## config.mk

```make
export PLATFORM = sky130hd
export DESIGN_NAME = muldiv_unit_flat
export DESIGN_NICKNAME = d
export VERILOG_FILES = /design/src/rtl/muldiv_unit_if.sv /design/src/rtl/muldiv_unit.sv /design/src/flat_wrapper.sv
export SDC_FILE = /design/constraint.sdc
export NUM_CORES = 2
export LEC_CHECK = 0
export ABC_AREA = 1
export BUFFER_PORTS_ARGS = -buffer_cell sky130_fd_sc_hd__buf_4
export CAP_MARGIN = 5
export CELL_PAD_IN_SITES_DETAIL_PLACEMENT = 0
export CELL_PAD_IN_SITES_GLOBAL_PLACEMENT = 1
export CORE_ASPECT_RATIO = 1.2
export CORE_UTILIZATION = 45
export CTS_BUF_LIST = sky130_fd_sc_hd__clkbuf_8
export DETAILED_ROUTE_END_ITERATION = 12
export GPL_ROUTABILITY_DRIVEN = 1
export HOLD_SLACK_MARGIN = 0.15
export PLACE_DENSITY = 0.81
export SLEW_MARGIN = 20
export SYNTH_ARGS = -nofsm -noshare
export SYNTH_HDL_FRONTEND = slang
export SYNTH_SLANG_ARGS = --single-unit
```

## constraint.sdc

```tcl
create_clock -name clk -period 8.84 [get_ports clk]
set_input_delay 0.884 -clock clk [delete_from_list [all_inputs] [get_ports clk]]
set_output_delay 0.884 -clock clk [all_outputs]
set_load 0.05 [all_outputs]
```

## src/rtl/muldiv_unit_if.sv

```systemverilog
// Issue-side and CDB-side signals of the RV32M mul/div execute unit.
// The master drives issue and cdb_ready; the slave is the execute unit.
interface muldiv_unit_if #(
  parameter int ROB_IDX_WIDTH = 5
);
  logic                     flush;
  logic                     issue_valid;
  logic [2:0]               multop;
  logic [31:0]              rs1_data;
  logic [31:0]              rs2_data;
  logic [4:0]               rd_addr;
  logic [ROB_IDX_WIDTH-1:0] rd_rob_idx;
  logic                     available;
  logic                     cdb_ready;
  logic                     mul_valid;
  logic [31:0]              mul_data;
  logic [4:0]               mul_rd_addr;
  logic [ROB_IDX_WIDTH-1:0] mul_rob_idx;

  modport master (
    output flush, issue_valid, multop, rs1_data, rs2_data, rd_addr, rd_rob_idx, cdb_ready,
    input  available, mul_valid, mul_data, mul_rd_addr, mul_rob_idx
  );

  modport slave (
    input  flush, issue_valid, multop, rs1_data, rs2_data, rd_addr, rd_rob_idx, cdb_ready,
    output available, mul_valid, mul_data, mul_rd_addr, mul_rob_idx
  );
endinterface

```

## src/rtl/muldiv_unit.sv

```systemverilog
// Multi-cycle RV32M execute unit: one op in flight, result presented on the CDB
// mul slot with valid/ready handoff. Restoring divider retires one bit per cycle.
module muldiv_unit #(
  parameter int MUL_CYCLES    = 3,
  parameter int ROB_IDX_WIDTH = 5
) (
  input  logic          clk,
  input  logic          rst,
  muldiv_unit_if.slave  bus
);
  localparam int CNT_W = $clog2(MUL_CYCLES + 33);

  typedef enum logic [1:0] {S_IDLE, S_MUL, S_DIV, S_DONE} state_e;

  state_e                   state_q, state_d;
  logic [31:0]              a_q, a_d;
  logic [31:0]              b_q, b_d;
  logic [31:0]              rem_q, rem_d;
  logic [2:0]               op_q, op_d;
  logic [CNT_W-1:0]         cnt_q, cnt_d;
  logic                     qneg_q, qneg_d;
  logic                     rneg_q, rneg_d;
  logic [4:0]               rd_q, rd_d;
  logic [ROB_IDX_WIDTH-1:0] rob_q, rob_d;
  logic [31:0]              data_q, data_d;
  logic [4:0]               mrd_q, mrd_d;
  logic [ROB_IDX_WIDTH-1:0] mrob_q, mrob_d;

  logic                     accept;
  logic                     in_signed;
  logic                     in_divz;
  logic                     in_ovf;
  logic [32:0]              div_tmp;
  logic [32:0]              div_sub;
  logic                     div_ge;
  logic [31:0]              div_rem_nx;
  logic [31:0]              div_quo_nx;

  // 66-bit product of the sign/zero-extended operands; MUL keeps the low word.
  function automatic logic [31:0] mul_result(input logic [31:0] a, input logic [31:0] b,
                                             input logic [2:0] op);
    logic        a_sgn;
    logic        b_sgn;
    logic [65:0] a_ext;
    logic [65:0] b_ext;
    logic [65:0] prod;
    a_sgn = (op != 3'd3) && a[31];
    b_sgn = ((op == 3'd0) || (op == 3'd1)) && b[31];
    a_ext = {{34{a_sgn}}, a};
    b_ext = {{34{b_sgn}}, b};
    prod  = a_ext * b_ext;
    return (op == 3'd0) ? prod[31:0] : prod[63:32];
  endfunction

  function automatic logic [31:0] magnitude(input logic [31:0] x, input logic sgn);
    return (sgn && x[31]) ? (32'd0 - x) : x;
  endfunction

  // Restore signs: quotient negative when operand signs differ, remainder follows dividend.
  function automatic logic [31:0] div_result(input logic [31:0] quo, input logic [31:0] rem,
                                             input logic qneg, input logic rneg,
                                             input logic is_rem);
    logic [31:0] q;
    logic [31:0] r;
    q = qneg ? (32'd0 - quo) : quo;
    r = rneg ? (32'd0 - rem) : rem;
    return is_rem ? r : q;
  endfunction

  function automatic logic [31:0] div_special(input logic [31:0] a, input logic is_rem,
                                              input logic divz);
    if (divz) return is_rem ? a : 32'hFFFF_FFFF;
    return is_rem ? 32'h0 : 32'h8000_0000;
  endfunction

  assign accept    = (state_q == S_IDLE) && bus.issue_valid && !bus.flush;
  assign in_signed = !bus.multop[0];
  assign in_divz   = (bus.rs2_data == 32'h0);
  assign in_ovf    = in_signed && (bus.rs1_data == 32'h8000_0000) &&
                     (bus.rs2_data == 32'hFFFF_FFFF);

  assign div_tmp    = {rem_q, a_q[31]};
  assign div_ge     = (div_tmp >= {1'b0, b_q});
  assign div_sub    = div_tmp - {1'b0, b_q};
  assign div_rem_nx = div_ge ? div_sub[31:0] : div_tmp[31:0];
  assign div_quo_nx = {a_q[30:0], div_ge};

  always_comb begin
    state_d = state_q;
    a_d     = a_q;
    b_d     = b_q;
    rem_d   = rem_q;
    op_d    = op_q;
    cnt_d   = cnt_q;
    qneg_d  = qneg_q;
    rneg_d  = rneg_q;
    rd_d    = rd_q;
    rob_d   = rob_q;
    data_d  = data_q;
    mrd_d   = mrd_q;
    mrob_d  = mrob_q;

    unique case (state_q)
      S_IDLE: begin
        if (accept) begin
          op_d  = bus.multop;
          rd_d  = bus.rd_addr;
          rob_d = bus.rd_rob_idx;
          if (!bus.multop[2]) begin
            a_d = bus.rs1_data;
            b_d = bus.rs2_data;
            if (MUL_CYCLES == 1) begin
              state_d = S_DONE;
              data_d  = mul_result(bus.rs1_data, bus.rs2_data, bus.multop);
              mrd_d   = bus.rd_addr;
              mrob_d  = bus.rd_rob_idx;
            end else begin
              state_d = S_MUL;
              cnt_d   = CNT_W'(MUL_CYCLES - 2);
            end
          end else if (in_divz || in_ovf) begin
            state_d = S_DONE;
            data_d  = div_special(bus.rs1_data, bus.multop[1], in_divz);
            mrd_d   = bus.rd_addr;
            mrob_d  = bus.rd_rob_idx;
          end else begin
            state_d = S_DIV;
            a_d     = magnitude(bus.rs1_data, in_signed);
            b_d     = magnitude(bus.rs2_data, in_signed);
            rem_d   = 32'h0;
            cnt_d   = '0;
            qneg_d  = in_signed && (bus.rs1_data[31] ^ bus.rs2_data[31]);
            rneg_d  = in_signed && bus.rs1_data[31];
          end
        end
      end
      S_MUL: begin
        if (cnt_q == '0) begin
          state_d = S_DONE;
          data_d  = mul_result(a_q, b_q, op_q);
          mrd_d   = rd_q;
          mrob_d  = rob_q;
        end else begin
          cnt_d = cnt_q - 1'b1;
        end
      end
      S_DIV: begin
        a_d   = div_quo_nx;
        rem_d = div_rem_nx;
        if (cnt_q == CNT_W'(31)) begin
          state_d = S_DONE;
          data_d  = div_result(div_quo_nx, div_rem_nx, qneg_q, rneg_q, op_q[1]);
          mrd_d   = rd_q;
          mrob_d  = rob_q;
        end else begin
          cnt_d = cnt_q + 1'b1;
        end
      end
      S_DONE: begin
        if (bus.cdb_ready) state_d = S_IDLE;
      end
      default: state_d = S_IDLE;
    endcase

    // A killed op must not disturb the visible result registers.
    if (bus.flush) begin
      state_d = S_IDLE;
      data_d  = data_q;
      mrd_d   = mrd_q;
      mrob_d  = mrob_q;
    end
  end

  always_ff @(posedge clk) begin
    if (rst) begin
      state_q <= S_IDLE;
      a_q     <= '0;
      b_q     <= '0;
      rem_q   <= '0;
      op_q    <= '0;
      cnt_q   <= '0;
      qneg_q  <= 1'b0;
      rneg_q  <= 1'b0;
      rd_q    <= '0;
      rob_q   <= '0;
      data_q  <= '0;
      mrd_q   <= '0;
      mrob_q  <= '0;
    end else begin
      state_q <= state_d;
      a_q     <= a_d;
      b_q     <= b_d;
      rem_q   <= rem_d;
      op_q    <= op_d;
      cnt_q   <= cnt_d;
      qneg_q  <= qneg_d;
      rneg_q  <= rneg_d;
      rd_q    <= rd_d;
      rob_q   <= rob_d;
      data_q  <= data_d;
      mrd_q   <= mrd_d;
      mrob_q  <= mrob_d;
    end
  end

  assign bus.available   = (state_q == S_IDLE);
  assign bus.mul_valid   = (state_q == S_DONE);
  assign bus.mul_data    = data_q;
  assign bus.mul_rd_addr = mrd_q;
  assign bus.mul_rob_idx = mrob_q;

endmodule

```

## src/flat_wrapper.sv

```systemverilog
// flat-port wrapper written by rule: the top's interface ports become plain ports
module muldiv_unit_flat 
#(
  parameter int MUL_CYCLES    = 3,
  parameter int ROB_IDX_WIDTH = 5
)
  (clk, rst, bus_flush, bus_issue_valid, bus_multop, bus_rs1_data, bus_rs2_data, bus_rd_addr, bus_rd_rob_idx, bus_cdb_ready, bus_available, bus_mul_valid, bus_mul_data, bus_mul_rd_addr, bus_mul_rob_idx);
  muldiv_unit_if #(.ROB_IDX_WIDTH(ROB_IDX_WIDTH)) bus_i ();
  input  logic clk;
  input  logic rst;
  input wire logic [$bits(bus_i.flush)-1:0] bus_flush;
  input wire logic [$bits(bus_i.issue_valid)-1:0] bus_issue_valid;
  input wire logic [$bits(bus_i.multop)-1:0] bus_multop;
  input wire logic [$bits(bus_i.rs1_data)-1:0] bus_rs1_data;
  input wire logic [$bits(bus_i.rs2_data)-1:0] bus_rs2_data;
  input wire logic [$bits(bus_i.rd_addr)-1:0] bus_rd_addr;
  input wire logic [$bits(bus_i.rd_rob_idx)-1:0] bus_rd_rob_idx;
  input wire logic [$bits(bus_i.cdb_ready)-1:0] bus_cdb_ready;
  output wire logic [$bits(bus_i.available)-1:0] bus_available;
  output wire logic [$bits(bus_i.mul_valid)-1:0] bus_mul_valid;
  output wire logic [$bits(bus_i.mul_data)-1:0] bus_mul_data;
  output wire logic [$bits(bus_i.mul_rd_addr)-1:0] bus_mul_rd_addr;
  output wire logic [$bits(bus_i.mul_rob_idx)-1:0] bus_mul_rob_idx;
  assign bus_i.flush = bus_flush;
  assign bus_i.issue_valid = bus_issue_valid;
  assign bus_i.multop = bus_multop;
  assign bus_i.rs1_data = bus_rs1_data;
  assign bus_i.rs2_data = bus_rs2_data;
  assign bus_i.rd_addr = bus_rd_addr;
  assign bus_i.rd_rob_idx = bus_rd_rob_idx;
  assign bus_i.cdb_ready = bus_cdb_ready;
  assign bus_available = bus_i.available;
  assign bus_mul_valid = bus_i.mul_valid;
  assign bus_mul_data = bus_i.mul_data;
  assign bus_mul_rd_addr = bus_i.mul_rd_addr;
  assign bus_mul_rob_idx = bus_i.mul_rob_idx;
  muldiv_unit #(.MUL_CYCLES(MUL_CYCLES), .ROB_IDX_WIDTH(ROB_IDX_WIDTH)) u_core (.clk(clk), .rst(rst), .bus(bus_i));
endmodule
```

* Word level (Yosys, flattened, before mapping) *
Index checks and enable logic that the tools add are counted.

operators by class
  add/subtract/negate cells = 7
  multiply operators = 1
  div/mod/pow operators = 0
  order comparisons = 1
  equal/unequal tests = 19
  shifts and indexed selects = 0
  mux-type cells = 57
  bitwise gates (word level) = 3
  reductions and logical operators = 28

operators with widths
  cell                                                count
  2-to-1 mux 32 bit                                   24
  one-hot mux 32 bit (2 select lines)                 2
  subtractor 1 x 32 -> 32 bit (first input constant)  4
  one-hot mux 32 bit (3 select lines)                 1
  == test 32 bit (second input constant)              2
  multiplier 33 x 33 -> 64 bit                        1
  2-to-1 mux 5 bit                                    10
  greater-or-equal comparator 33 x 32 -> 1 bit        1
  zero test 32 bit                                    1
  subtractor 32 bit                                   1
  2-to-1 mux 6 bit                                    5
  one-hot mux 5 bit (3 select lines)                  2
  one-hot mux 6 bit (3 select lines)                  1
  != test 2 bit (second input constant)               6
  AND reduction 4 bit                                 3
  2-to-1 mux 2 bit                                    5
  logical AND 1 bit                                   9
  != test 2 x 1 -> 1 bit (second input constant)      4
  one-hot mux 2 bit (4 select lines)                  1
  AND reduction 7 bit                                 1
  adder 6 x 1 -> 6 bit (second input constant)        1
  == test 6 x 5 -> 1 bit (second input constant)      1
  zero test 6 bit                                     1
  2-to-1 mux 1 bit                                    6
  18 further kinds                                    23

storage, ports and cells
  bits in registers = 161
  bits in latches = 0
  RAM bits = 0
  ROM bits = 0
  output and inout bits = 44
  logic and storage cells = 129
  memories = 0

* Logic depth before layout (Yosys ltp) *
  word-level depth = 13
  mapped depth = 37

* Worst setup path after synthesis *
No wires, ideal clock.

  kind = register -> register
  start point = register u_core.op_q[1]
  end point = register u_core.data_q[20], in the netlist u_core.bus.mul_data[20]
  library setup time = 71 ps
  arrival time = 8,224 ps
  data required time = 8,769 ps
  path slack = 546 ps
  cell stages (with the launch flop) = 35
  period minus slack after synthesis = 8,294 ps
  cells stage by stage = dfxtp_1 clkbuf_1 inv_1 nor3_2 clkbuf_1 nor2_1 fa_1 inv_1 fa_1 inv_1 fa_1 inv_1 fa_1 inv_1 fa_1 fa_1 fa_1 inv_1 fa_1 inv_1 ha_1 nand2_1 nor2_1 inv_1 nor2_1 inv_1 nor2_1 nand3_1 o211ai_1 nor2_1 o21ai_0 nand3_1 nand3_1 nand2_1 a21oi_1

on the way
  word-level cells in the longest chain between the ends = 7
  elaborated cells between the ends (all ways) = 12

RTL lines
  what                                                              RTL line                              source
  start: declaration                                                muldiv_unit.sv:19                     logic [2:0] op_q, op_d;
  start signal: assignment                                          muldiv_unit.sv:194                    op_q <= op_d;
  == test 3 x 1 -> 1 bit / zero test 3 bit (equally long branches)  muldiv_unit.sv:48, muldiv_unit.sv:52
  logical OR 1 bit                                                  muldiv_unit.sv:48                     b_sgn = ((op == 3'd0) || (op == 3'd1)) && b[31];
  logical AND 1 bit                                                 muldiv_unit.sv:48
  multiplier 33 x 33 -> 64 bit                                      muldiv_unit.sv:51                     prod = a_ext * b_ext;
  2-to-1 mux 32 bit                                                 muldiv_unit.sv:52                     return (op == 3'd0) ? prod[31:0] : prod[63:32];
  2-to-1 mux 32 bit                                                 muldiv_unit.sv:138                    if (cnt_q == '0) begin
  one-hot mux 32 bit (3 select lines) *                             muldiv_unit.sv:103                    unique case (state_q)
  end signal: assignment                                            muldiv_unit.sv:200                    data_q <= data_d;
  end: declaration                                                  muldiv_unit.sv:25                     logic [31:0] data_q, data_d;

Mark *: on every way between the ends. The rest lies on a longest branch, timed or not. The select of a mux whose other input is x is not followed.
A chain may end at the register's enable or synchronous reset.

* Worst setup path in the final report *
  start point = register u_core.op_q[1]
  end point = register u_core.data_q[10], in the netlist u_core.bus.mul_data[10]

Same word-level chain as after synthesis.

==> impl_results.md <==
- Internal power: approximately 3.2 mW
- Rel. slew slack: 26.33%
- Row count: between 100 and 150
- Final Hold Violating Endpoints: 0
- Area share of xor/xnor cells in the synthesized design: under 10%
- Initial DRC count: between 3000 and 4000
- Routed len/inst: 21.62 µm
- Number of non-filler instances in the completed layout: between 8000 and 9000
- Unrepaired setup endpoints after global routing: yes
- Slowest stage delay, CP: approximately 560 ps
- Post-synth EDFFs: 0
- Actual slew at the worst max-slew pin: around 1100 ps
- Top cell type's share of synthesized area: between 40 and 50%
- Critical path's most frequent cell: inv_1
- Data required, critical path: approximately 9400 ps
- Synth cell types: a little under 60
- DP Worst Slack: -58.77 ps
- Global-route wire length before repair: ~290000 µm
- Crit path buf inv count: 9
- Cells after Synth: 7305
- Post-synthesis mux area share: 0%
- Most common cell after layout, fill and taps aside: inv_1
- Port bufs: approximately 130
- Ys async rst share: 0%
- # clock sinks: about 160
- Nets: between 8000 and 9000
- Combinational power share: between 80% and 90%
- Antenna violations before repair: 9
- Die Width: between 300 and 400 µm
- Mapped Area: ~53000 µm²
- GRT overflow: 0
- Via Count: 47040
- Worst Skew: around 22 ps
- Adder-Cell Fraction of Synth Area: 48.38%
- Deepest clock path buffer count: 2
- Post-synthesis compound-gate area fraction: 7.297%
- Largest net degree at the start of global routing: 67
- Main area contributors after synthesis: fa_1 42%, inv_1 13%, nand2_1 13%
- Crit share post-route: a little over nine tenths
- Number of synthesized register bits: around 160
- Total GRT Usage: 32.89%
- Worst setup margin: approximately 210 ps
- DR DRC count: 0
- Reg power frac: between 10% and 20%
- Clock latency on the worst-skew pair: 610 ps
- Avg Vias per Cell: around 5.3
- Maxcap violations: 0
- Commonest non-fill, non-tap cells in the layout: 1887 x inv_1, 1853 x nand2_1, 1123 x fa_1
- Layout cell share with drive strength beyond 1: 6.365%
- Largest family of logic cells by synthesized area: adder cells
- Setup_tns: 0 ps
- Post-synthesis average cell area: between 7 and 8 µm²
- Antenna-violating nets left: 0
- F_max: between 100 and 150 MHz
- Placer congestion estimate: between 1 and 1.5
- Psw: about 5 mW
- Final number of setup-violating endpoints: 0
- Clk slew on worst S/H paths: about 130 ps
- Post-DP HPWL: between 150000 and 200000 µm
- Cell family with most CP delay: adder cells
- Power Density: 142.4 nW/µm²
- Finished Core Util: a little under 50%
- Leak pwr: between 30 and 40 nW
- Data arrival, critical path: 9170 ps
- Crit path max fanout: 6
- # IOs: approximately 130
- DRT Pass-1 Iters: 6
- Initial Util: 45.60%
- Vias in the first global route: 49150
- Die height: approximately 380 µm
- Area leader, netlist: fa_1
- Core Footprint: 116900 µm²
- Top FF cell, synth: dfxtp_1
- Maximum VDD drop: around 0.00017 V
- Post-layout min period: ~8600 ps
- Slew Limit Fails: 0
- Placed insts: a little under 9000
- Status: finished clean
- Hold Crit Class: reg2reg
- Yosys warns: 0
- CP Class: reg2reg
- Crit path max-delay cell type: fa_1
- Register area share after synthesis: 6.046%
- Cts bufs inserted: 17
- Clock share of power: 8.4%
- Synthesis-to-finish area growth: 7.156%
- Critical Path End Type: flop
- Total routed wirelength: approximately 190000 µm
- Post-synthesis net count: ~9000
- Die area: ~120000 µm²
- CTS tree: built
- Startpoint type of the worst setup path: flop
- Switching share of power: 60.53%
- CTS root buf: clkbuf_8
- Simple-Gate Fraction of Synth Area: between 20% and 30%
- Max H-tree Level: 4
==> timing repair <==
item,CTS,global route
gates resized for setup,1,40
hold buffers,0,0
pin swaps,0,2
cloned,0,0
buffers inserted,0,2
setup endpoints to repair,2,26
==> worst reg2reg max path: cells and delay by family, from the launching register on <==
kind / cells / cell delay (ps)
AO/OA/AOI/OAI: 2 / 430
XOR/XNOR: 1 / 410
adder cells (fa/ha/maj): 9 / 4660
buffers and inverters: 9 / 800
flip-flops: 1 / 360
AND/OR/NAND/NOR: 10 / 1910
==> path summary, 6_finish.rpt <==
check,from,end,slack [ps],depth (start not counted)
worst max-delay path,u_core.op_q[1],u_core.bus.mul_data[10],210,31
worst min-delay path,u_core.bus.mul_data[7],u_core.bus.mul_data[7],490,2
worst max register to register,u_core.op_q[1],u_core.bus.mul_data[10],210,31
worst min register to register,u_core.bus.mul_data[7],u_core.bus.mul_data[7],490,2
==> cells in the mapped netlist (3+ instances only) <==
master    instances
inv_1          1890
nand2_1        1853
fa_1           1127
nor2_1          417
a21oi_1         290
clkbuf_1        275
ha_1            258
o21ai_0         236
nand3_1         201
dfxtp_1         161
buf_1            80
xor2_1           79
a31oi_1          46
nor3_1           46
nand4_1          44
xnor2_1          39
a211oi_1         32
nand3b_1         26
nor4_1           22
o211ai_1         19
nor2_2           15
nand2_2          12
a21o_1           11
a22oi_1          10
clkinv_1         10
inv_2             9
and2_1            7
o21a_1            7
or2_2             7
a21boi_0          6
buf_2             6
o21bai_1          6
o31ai_1           6
a221oi_1          4
a311oi_1          4
nor3_2            4
o221ai_1          4
and3_1            3
buf_6             3
o21ai_2           3
==> layer usage <==
layer / GRT usage [%] / wire length (µm) / vias to the layer above
li1: - / - / 21230
met1: 41.37 / 76190 / 23700
met2: 56.83 / 93480 / 1713
met3: 3.387 / 11180 / 387
met4: 14.79 / 9813 / 6
met5: 0 / 39 / -
==> power groups by stage <==
stage          registers [mW]  logic, mW  clock network [mW]
4_1_cts                 0.857       6.50               0.692
3_3_place_gp            0.872       6.44                   0
3_5_place_dp            0.873       6.42                   0
5_1_grt                 0.863       7.33               0.708
6_report                0.861       6.59               0.682
2_1_floorplan           0.795       4.19                   0
==> state kept, by name, indices dropped and copies added (netlist names) <==
register / cells
u_core.a_q: 32
u_core.rob_q: 5
u_core.op_q: 3
u_core.qneg_q: 1
u_core.bus.mul_rob_idx: 5
u_core.b_q: 32
u_core.rneg_q: 1
u_core.state_q: 2
u_core.bus.mul_data: 32
u_core.rem_q: 32
u_core.rd_q: 5
u_core.cnt_q: 6
u_core.bus.mul_rd_addr: 5
==> cell families (layout without fill, tap and decap cells) <==
logic type	Yosys count	after routing
buf+inv	2276	2261
xor+xnor	118	118
simple gates	2667	2667
other cells	0	3
flops	161	161
compound gates	698	698
fa+ha+maj	1385	1385
==> area by class of cell <==
type	count	area, µm²
Fill cell	11910	59780
Multi-Input combinational cell	4868	41620
Inverter	1909	7173
Sequential cell	161	3261
Timing Repair Buffer	320	2723
Tap cell	1529	1913
Clock buffer	18	247.7
Clock inverter	14	183.9
Antenna cell	3	7.507
==> metrics by stage <==
step / hold slack, ps / power [mW] / cell area, µm²
2_1_floorplan: 451.0 / 4.980 / 53310
5_1_grt: 501.4 / 8.897 / 57120
6_report: 485.6 / 8.136 / 57130
4_1_cts: 483.1 / 8.048 / 56960
3_3_place_gp: 454.4 / 7.312 / 56530
3_5_place_dp: 462.1 / 7.296 / 56530
No activity file was read; power rests on OpenSTA's default activity.
